$ cat src/rtl/fetch_stage_if.sv
// Instruction-memory port of the fetch stage: request/address out, ready/data back.
// Handshake: imem_req with imem_addr starts a fetch. Address is held until imem_ready.
// imem_ready qualifies imem_rdata for the current imem_addr in that cycle.
interface fetch_stage_if;
  logic        imem_req;
  logic [31:0] imem_addr;
  logic        imem_ready;
  logic [31:0] imem_rdata;

  modport master (output imem_req, output imem_addr, input imem_ready, input imem_rdata);
  modport slave  (input imem_req, input imem_addr, output imem_ready, output imem_rdata);
endinterface

$ cat src/rtl/fetch_stage.sv
// MIPS instruction-fetch stage: PC, variable-latency imem handshake, and IF/ID register.
// A one-entry hold buffer keeps a word that arrives while fetch is stalled.
module fetch_stage #(
  parameter logic [31:0] PC_RESET = 32'h0000_0000
) (
  input  logic                  clk,
  input  logic                  reset,
  input  logic                  stallF,
  input  logic                  stallD,
  input  logic                  flushD,
  input  logic                  pcsrcD,
  input  logic [31:0]           pcbranchD,
  input  logic                  jumpD,
  fetch_stage_if.master         imem,
  output logic [31:0]           pcF,
  output logic [31:0]           instrD,
  output logic [31:0]           pcplus4D,
  output logic                  validD,
  output logic                  fetch_busy,
  output logic [1:0]            o_dbg_state
);

  typedef enum logic [1:0] {BOOT = 2'd0, FETCH = 2'd1, HOLD = 2'd2} state_t;

  state_t      r_state, w_state_nx;
  logic [31:0] r_pc, w_pc_nx;
  logic        r_redir_pend, w_redir_pend_nx;
  logic [31:0] r_redir_pc, w_redir_pc_nx;
  logic [31:0] r_hold_instr, w_hold_instr_nx;
  logic [31:0] r_hold_pc4, w_hold_pc4_nx;
  logic [31:0] r_instr, r_pc4;
  logic        r_valid;

  logic        w_ifid_load;
  logic [31:0] w_ifid_instr, w_ifid_pc4;
  logic        w_req, w_busy;
  logic        w_redirect;
  logic [31:0] w_target, w_jta, w_pc_plus4;

  assign w_pc_plus4 = r_pc + 32'd4;
  assign w_jta      = {r_pc4[31:28], r_instr[25:0], 2'b00};
  assign w_redirect = (pcsrcD | jumpD) & ~stallD;
  assign w_target   = jumpD ? w_jta : pcbranchD;

  always_comb begin
    w_state_nx      = r_state;
    w_pc_nx         = r_pc;
    w_redir_pend_nx = r_redir_pend;
    w_redir_pc_nx   = r_redir_pc;
    w_hold_instr_nx = r_hold_instr;
    w_hold_pc4_nx   = r_hold_pc4;
    w_ifid_load     = 1'b0;
    w_ifid_instr    = r_hold_instr;
    w_ifid_pc4      = r_hold_pc4;
    w_req           = 1'b0;
    w_busy          = 1'b0;
    case (r_state)
      BOOT: begin
        w_busy     = 1'b1;
        w_state_nx = FETCH;
      end
      FETCH: begin
        w_req = 1'b1;
        if (imem.imem_ready) begin
          if (w_redirect) begin
            w_pc_nx         = w_target;
            w_redir_pend_nx = 1'b0;
          end else if (r_redir_pend) begin
            w_pc_nx         = r_redir_pc;
            w_redir_pend_nx = 1'b0;
          end else if (stallF) begin
            w_hold_instr_nx = imem.imem_rdata;
            w_hold_pc4_nx   = w_pc_plus4;
            w_state_nx      = HOLD;
          end else begin
            w_ifid_load  = 1'b1;
            w_ifid_instr = imem.imem_rdata;
            w_ifid_pc4   = w_pc_plus4;
            w_pc_nx      = w_pc_plus4;
          end
        end else begin
          // Redirect during a wait is remembered; the in-flight word is dropped on arrival.
          w_busy = 1'b1;
          if (w_redirect) begin
            w_redir_pend_nx = 1'b1;
            w_redir_pc_nx   = w_target;
          end
        end
      end
      HOLD: begin
        if (w_redirect) begin
          w_pc_nx    = w_target;
          w_state_nx = FETCH;
        end else if (!stallF && !stallD) begin
          // Buffered word is released only when IF/ID can actually take it.
          w_ifid_load = 1'b1;
          w_pc_nx     = w_pc_plus4;
          w_state_nx  = FETCH;
        end
      end
      default: w_state_nx = BOOT;
    endcase
  end

  always_ff @(posedge clk or negedge reset) begin
    if (!reset) begin
      r_state      <= BOOT;
      r_pc         <= PC_RESET;
      r_redir_pend <= 1'b0;
      r_redir_pc   <= 32'h0;
      r_hold_instr <= 32'h0;
      r_hold_pc4   <= 32'h0;
    end else begin
      r_state      <= w_state_nx;
      r_pc         <= w_pc_nx;
      r_redir_pend <= w_redir_pend_nx;
      r_redir_pc   <= w_redir_pc_nx;
      r_hold_instr <= w_hold_instr_nx;
      r_hold_pc4   <= w_hold_pc4_nx;
    end
  end

  always_ff @(posedge clk or negedge reset) begin
    if (!reset) begin
      r_instr <= 32'h0;
      r_pc4   <= 32'h0;
      r_valid <= 1'b0;
    end else if (stallD) begin
      r_instr <= r_instr;
      r_pc4   <= r_pc4;
      r_valid <= r_valid;
    end else if (flushD || !w_ifid_load) begin
      r_instr <= 32'h0;
      r_pc4   <= 32'h0;
      r_valid <= 1'b0;
    end else begin
      r_instr <= w_ifid_instr;
      r_pc4   <= w_ifid_pc4;
      r_valid <= 1'b1;
    end
  end

  assign imem.imem_req  = w_req;
  assign imem.imem_addr = r_pc;
  assign pcF            = r_pc;
  assign instrD         = r_instr;
  assign pcplus4D       = r_pc4;
  assign validD         = r_valid;
  assign fetch_busy     = w_busy;
  assign o_dbg_state    = r_state;

endmodule
$ cat src/flat_wrapper.sv
// flat-port wrapper written by rule: the top's interface ports become plain ports
module fetch_stage_flat 
#(
  parameter logic [31:0] PC_RESET = 32'h0000_0000
)
  (clk, reset, stallF, stallD, flushD, pcsrcD, pcbranchD, jumpD, pcF, instrD, pcplus4D, validD, fetch_busy, o_dbg_state, imem_imem_req, imem_imem_addr, imem_imem_ready, imem_imem_rdata);
  fetch_stage_if imem_i ();
  input  logic clk;
  input  logic reset;
  input  logic stallF;
  input  logic stallD;
  input  logic flushD;
  input  logic pcsrcD;
  input  logic [31:0] pcbranchD;
  input  logic jumpD;
  output logic [31:0] pcF;
  output logic [31:0] instrD;
  output logic [31:0] pcplus4D;
  output logic validD;
  output logic fetch_busy;
  output logic [1:0] o_dbg_state;
  output wire logic [$bits(imem_i.imem_req)-1:0] imem_imem_req;
  output wire logic [$bits(imem_i.imem_addr)-1:0] imem_imem_addr;
  input wire logic [$bits(imem_i.imem_ready)-1:0] imem_imem_ready;
  input wire logic [$bits(imem_i.imem_rdata)-1:0] imem_imem_rdata;
  assign imem_imem_req = imem_i.imem_req;
  assign imem_imem_addr = imem_i.imem_addr;
  assign imem_i.imem_ready = imem_imem_ready;
  assign imem_i.imem_rdata = imem_imem_rdata;
  fetch_stage #(.PC_RESET(PC_RESET)) u_core (.clk(clk), .reset(reset), .stallF(stallF), .stallD(stallD), .flushD(flushD), .pcsrcD(pcsrcD), .pcbranchD(pcbranchD), .jumpD(jumpD), .imem(imem_i), .pcF(pcF), .instrD(instrD), .pcplus4D(pcplus4D), .validD(validD), .fetch_busy(fetch_busy), .o_dbg_state(o_dbg_state));
endmodule
$ cat config.mk
export PLATFORM = sky130hd
export DESIGN_NAME = fetch_stage_flat
export DESIGN_NICKNAME = d
export VERILOG_FILES = /design/src/rtl/fetch_stage_if.sv /design/src/rtl/fetch_stage.sv /design/src/flat_wrapper.sv
export SDC_FILE = /design/constraint.sdc
export NUM_CORES = 1
export LEC_CHECK = 0
export ABC_AREA = 1
export CAP_MARGIN = 20
export CORE_AREA = 5 5 151 153
export DETAILED_ROUTE_END_ITERATION = 12
export DIE_AREA = 0 0 156 158
export GPL_TIMING_DRIVEN = 0
export PLACE_DENSITY = 0.79
export REMOVE_ABC_BUFFERS = 1
export SYNTH_ARGS = -nofsm -noshare
export SYNTH_HDL_FRONTEND = slang
export SYNTH_SLANG_ARGS = --single-unit
$ cat constraint.sdc
create_clock -name clk -period 2.01 [get_ports clk]
set_input_delay 0.402 -clock clk [delete_from_list [all_inputs] [get_ports clk]]
set_output_delay 0.402 -clock clk [all_outputs]
set_load 0.1 [all_outputs]
==> results.py <==
metrics = {
    "worst_setup_path": {
        "crit_type": "register to primary output",
        "rr_startpoint": "u_core.r_redir_pend",
        "cp_slowest_cell": "clkdlybuf4s15_1",
        "cp-start-kind": "register",
        "cp.required_ns": 1.61,
        "crit_family": "buffers and inverters",
        "r2r-end": "u_core.r_hold_pc4[30]",
        "crit_chain": "clkdlybuf4s15_1",
        "critical_path_arrival_ns": 1.84,
        "worstPathMaxFanout": 7,
        "r2r_slack_ns": 0.03,
        "r2r_cells": 5,
        "critical_path.max_stage_delay_ns": 0.87,
        "path_buf_inv": 1,
        "cp-end-kind": "primary output",
    },
    "global_route": {
        "grt_pass1_vias": 9873,
        "overflow": 0,
        "grtUsageTotal_pct": 28.0,
        "grt_start_max_net_pins": 122,
        "antenna_found_initial": 1,
        "grt_pass1_wl_um": 54000,
    },
    "routing": {
        "wl_per_cell_um": 19.1,
        "drt_iter0_drc": 1350,
        "firstDrtPassIters": 6,
        "post_drt_via_cell_ratio": 5.57,
        "wirelength_um": 36600,
        "ant_nets": 0,
        "drc": 0,
        "vias": 10700,
    },
    "timing": {
        "worst_pin_slew_ns": 0.948,
        "hold_viol": 0,
        "fin_setup_tns_ns": -0.487,
        "max_freq_mhz": 447,
        "fin_skew_ns": 0.0102,
        "finalMaxSlewViolations": 0,
        "fin_hold_ws_ns": 0.260,
        "finalWorstSetupSlack_ns": -0.228,
        "setup_violations": 3,
        "rsz0062_at_grt": "true",
        "final.min_clock_period_ns": 2.24,
        "maxSlewHeadroom_pct": 37.1,
        "fin_crit_sh_pct": 111,
    },
    "min_path": {
        "min-delay-start": "stallD",
        "whs_path_depth": 3,
        "hold_end": "u_core.pcplus4D[3]",
        "hold_class": "primary input to register",
    },
    "status": {
        "outcome": "finished with violations",
        "violations": "setup timing",
    },
    "power_and_ir_drop": {
        "irDropWorstVdd_mv": 1.04,
        "powerDensity_nw_per_um2": 1630,
        "p_leak_nw": 6.71,
        "p_total_mw": 23.3,
    },
    "floorplan": {
        "io_pins": 205,
        "die-area_sq_um": 24600,
        "start_util_pct": 49.1,
        "die_x_um": 156,
        "coreArea_sq_um": 21400,
        "fp-row-count": 54,
        "die_h_um": 158,
    },
    "placed_design": {
        "place_hpwl_um": 21100,
        "place.gp.congestion": 0.958,
        "dpl_cell_area_sq_um": 12500,
        "dp.cells": 1828,
        "port_buffers": 204,
        "pre_cts_ws_ns": -2.63,
    },
    "final_layout": {
        "final-seq-area_sq_um": 4920,
        "nNetsFinal": 1703,
        "final_util_pct": 66.8,
        "multi_input_area_sq_um": 4780,
        "final_cells": 1921,
        "drive_above_1_share_pct": 19.1,
        "area_growth_pct": 36.2,
        "fillers": 1724,
        "final_cell_area_sq_um": 14300,
    },
    "clocking": {
        "clock_sinks": 196,
        "cts_tree": "built",
        "cts_max_level": 4,
        "cts.clk_slew.worst_paths_ns": 0.07,
        "clock_path_buffers": 2,
        "insertion_delay_ns": 0.45,
        "numCtsBuffers": 17,
        "root_buffer": "clkbuf_16",
    },
    "synthesis": {
        "synthDistinctLibCells": 38,
        "synth_edf_count": 0,
        "ys_seq_elements": 196,
        "ys_seq_area_share_pct": 46.7,
        "synthArstFlopShare_pct": 100,
        "yosys_warnings": 0,
        "synthCells": 1437,
        "syn_area_per_cell_sq_um": 7.31,
        "synth.top_cell.area_share_pct": 46.7,
        "syn_area_sq_um": 10500,
        "yosys.area.top_type": "dfrtp_1",
        "synth_area_leaders": "dfrtp_1, nand2_1, o21ai_0, inv_1, nor2_1",
        "synth_ff_type": "dfrtp_1",
    },
    "run": {
        "cap_violations": 0,
    },
}
==> where the power goes <==
| part | switching (mW) | leakage (nW) | total [mW] | internal [mW] |
|---|---|---|---|---|
| Combinational | 9.82 | 3.89 | 13.3 | 3.47 |
| Clock | 1.68 | 0.292 | 3.58 | 1.91 |
| Sequential | 1.20 | 2.52 | 6.45 | 5.25 |
==> layout by cell type, fill, tap and decap left out, drive strengths merged, types with 3 or more instances in the layout <==
cell | Yosys | final
a21oi | 28 | 28
a22oi | 7 | 7
and2 | 3 | 3
buf | 73 | 55
clkbuf | 30 | 20
clkdlybuf4s15 | 0 | 132
clkdlybuf4s50 | 0 | 66
clkinv | 0 | 6
clkinvlp | 0 | 14
dfrtp | 196 | 196
ha | 4 | 4
inv | 141 | 143
mux2i | 5 | 5
nand2 | 510 | 511
nand3 | 62 | 63
nand4 | 6 | 9
nor2 | 127 | 127
nor3 | 4 | 4
o211ai | 24 | 24
o21ai | 199 | 200
o22ai | 5 | 5
or2 | 5 | 5
==> synth_stat cells (7+ instances only) <==
library cell    n
a21oi_1        28
a22oi_1         7
buf_2          28
buf_4          39
clkbuf_1       29
dfrtp_1       196
inv_1         138
nand2_1       506
nand3_1        61
nor2_1        126
o211ai_1       16
o211ai_2        8
o21ai_0       181
o21ai_1        17
==> repair_timing <==
action / CTS / global route
setup endpoints to repair: 329 / 169
hold buffers: 1 / 0
resized for setup: 468 / 55
buffers inserted: 17 / 23
endpoints found under the hold margin: 75 / 0
cloned: 14 / 5
pin swaps: 8 / 7
==> worst max path at each step <==
stage / cells past startpoint / start / to
floorplan: 8 / u_core.o_dbg_state[0] / u_core.pcplus4D[28]
global placement: 1 / reset / u_core.r_hold_pc4[23]
detailed placement: 9 / jumpD / u_core.pcplus4D[9]
CTS: 1 / u_core.imem.imem_addr[26] / pcF[26]
global route: 1 / u_core.imem.imem_addr[26] / pcF[26]
finish: 1 / u_core.imem.imem_addr[26] / pcF[26]
==> cell type report <==
class,instances,share of cell area [%]
flip-flops and latches,196,34.4
multi-input cells,1003,33.4
repair buffers,258,20.7
inverters,141,4.15
clock buffers,18,3.07
well taps,280,2.45
clock inverters,14,1.17
repair inverters,10,0.603
diodes,1,0.0175
==> flip-flops by register name, indices dropped and copies added (netlist names) <==
name                   flops
u_core.instrD             32
u_core.validD              1
u_core.r_redir_pend        1
u_core.imem.imem_addr     32
u_core.r_redir_pc         32
u_core.o_dbg_state         2
u_core.r_hold_instr       32
u_core.pcplus4D           32
u_core.r_hold_pc4         32
==> layer usage <==
layer	GRT usage [%]	up-vias	wire length [um]
li1	-	4925	-
met1	37.0	4954	14000
met2	45.6	686	17000
met3	5.82	137	4010
met4	10.8	0	1620
met5	0	-	0
==> worst reg2reg max path, delay by kind of cell (launching register included) <==
family          cells  cell delay, ns
buf+inv             3            0.77
flops               1            0.54
simple gates        1            0.24
compound gates      1            0.32
==> logic make-up (layout without fill, tap and decap cells) <==
logic type	Yosys count	in the layout	share of synthesized area, %
buf+inv	244	441	10.8
mux	5	5	0.476
compound gates	266	267	14.0
fa+ha+maj	4	4	0.476
xor+xnor	3	3	0.250
other cells	0	1	0
simple gates	719	724	27.3
flops	196	196	46.7
No activity file was read; power rests on OpenSTA's default activity.
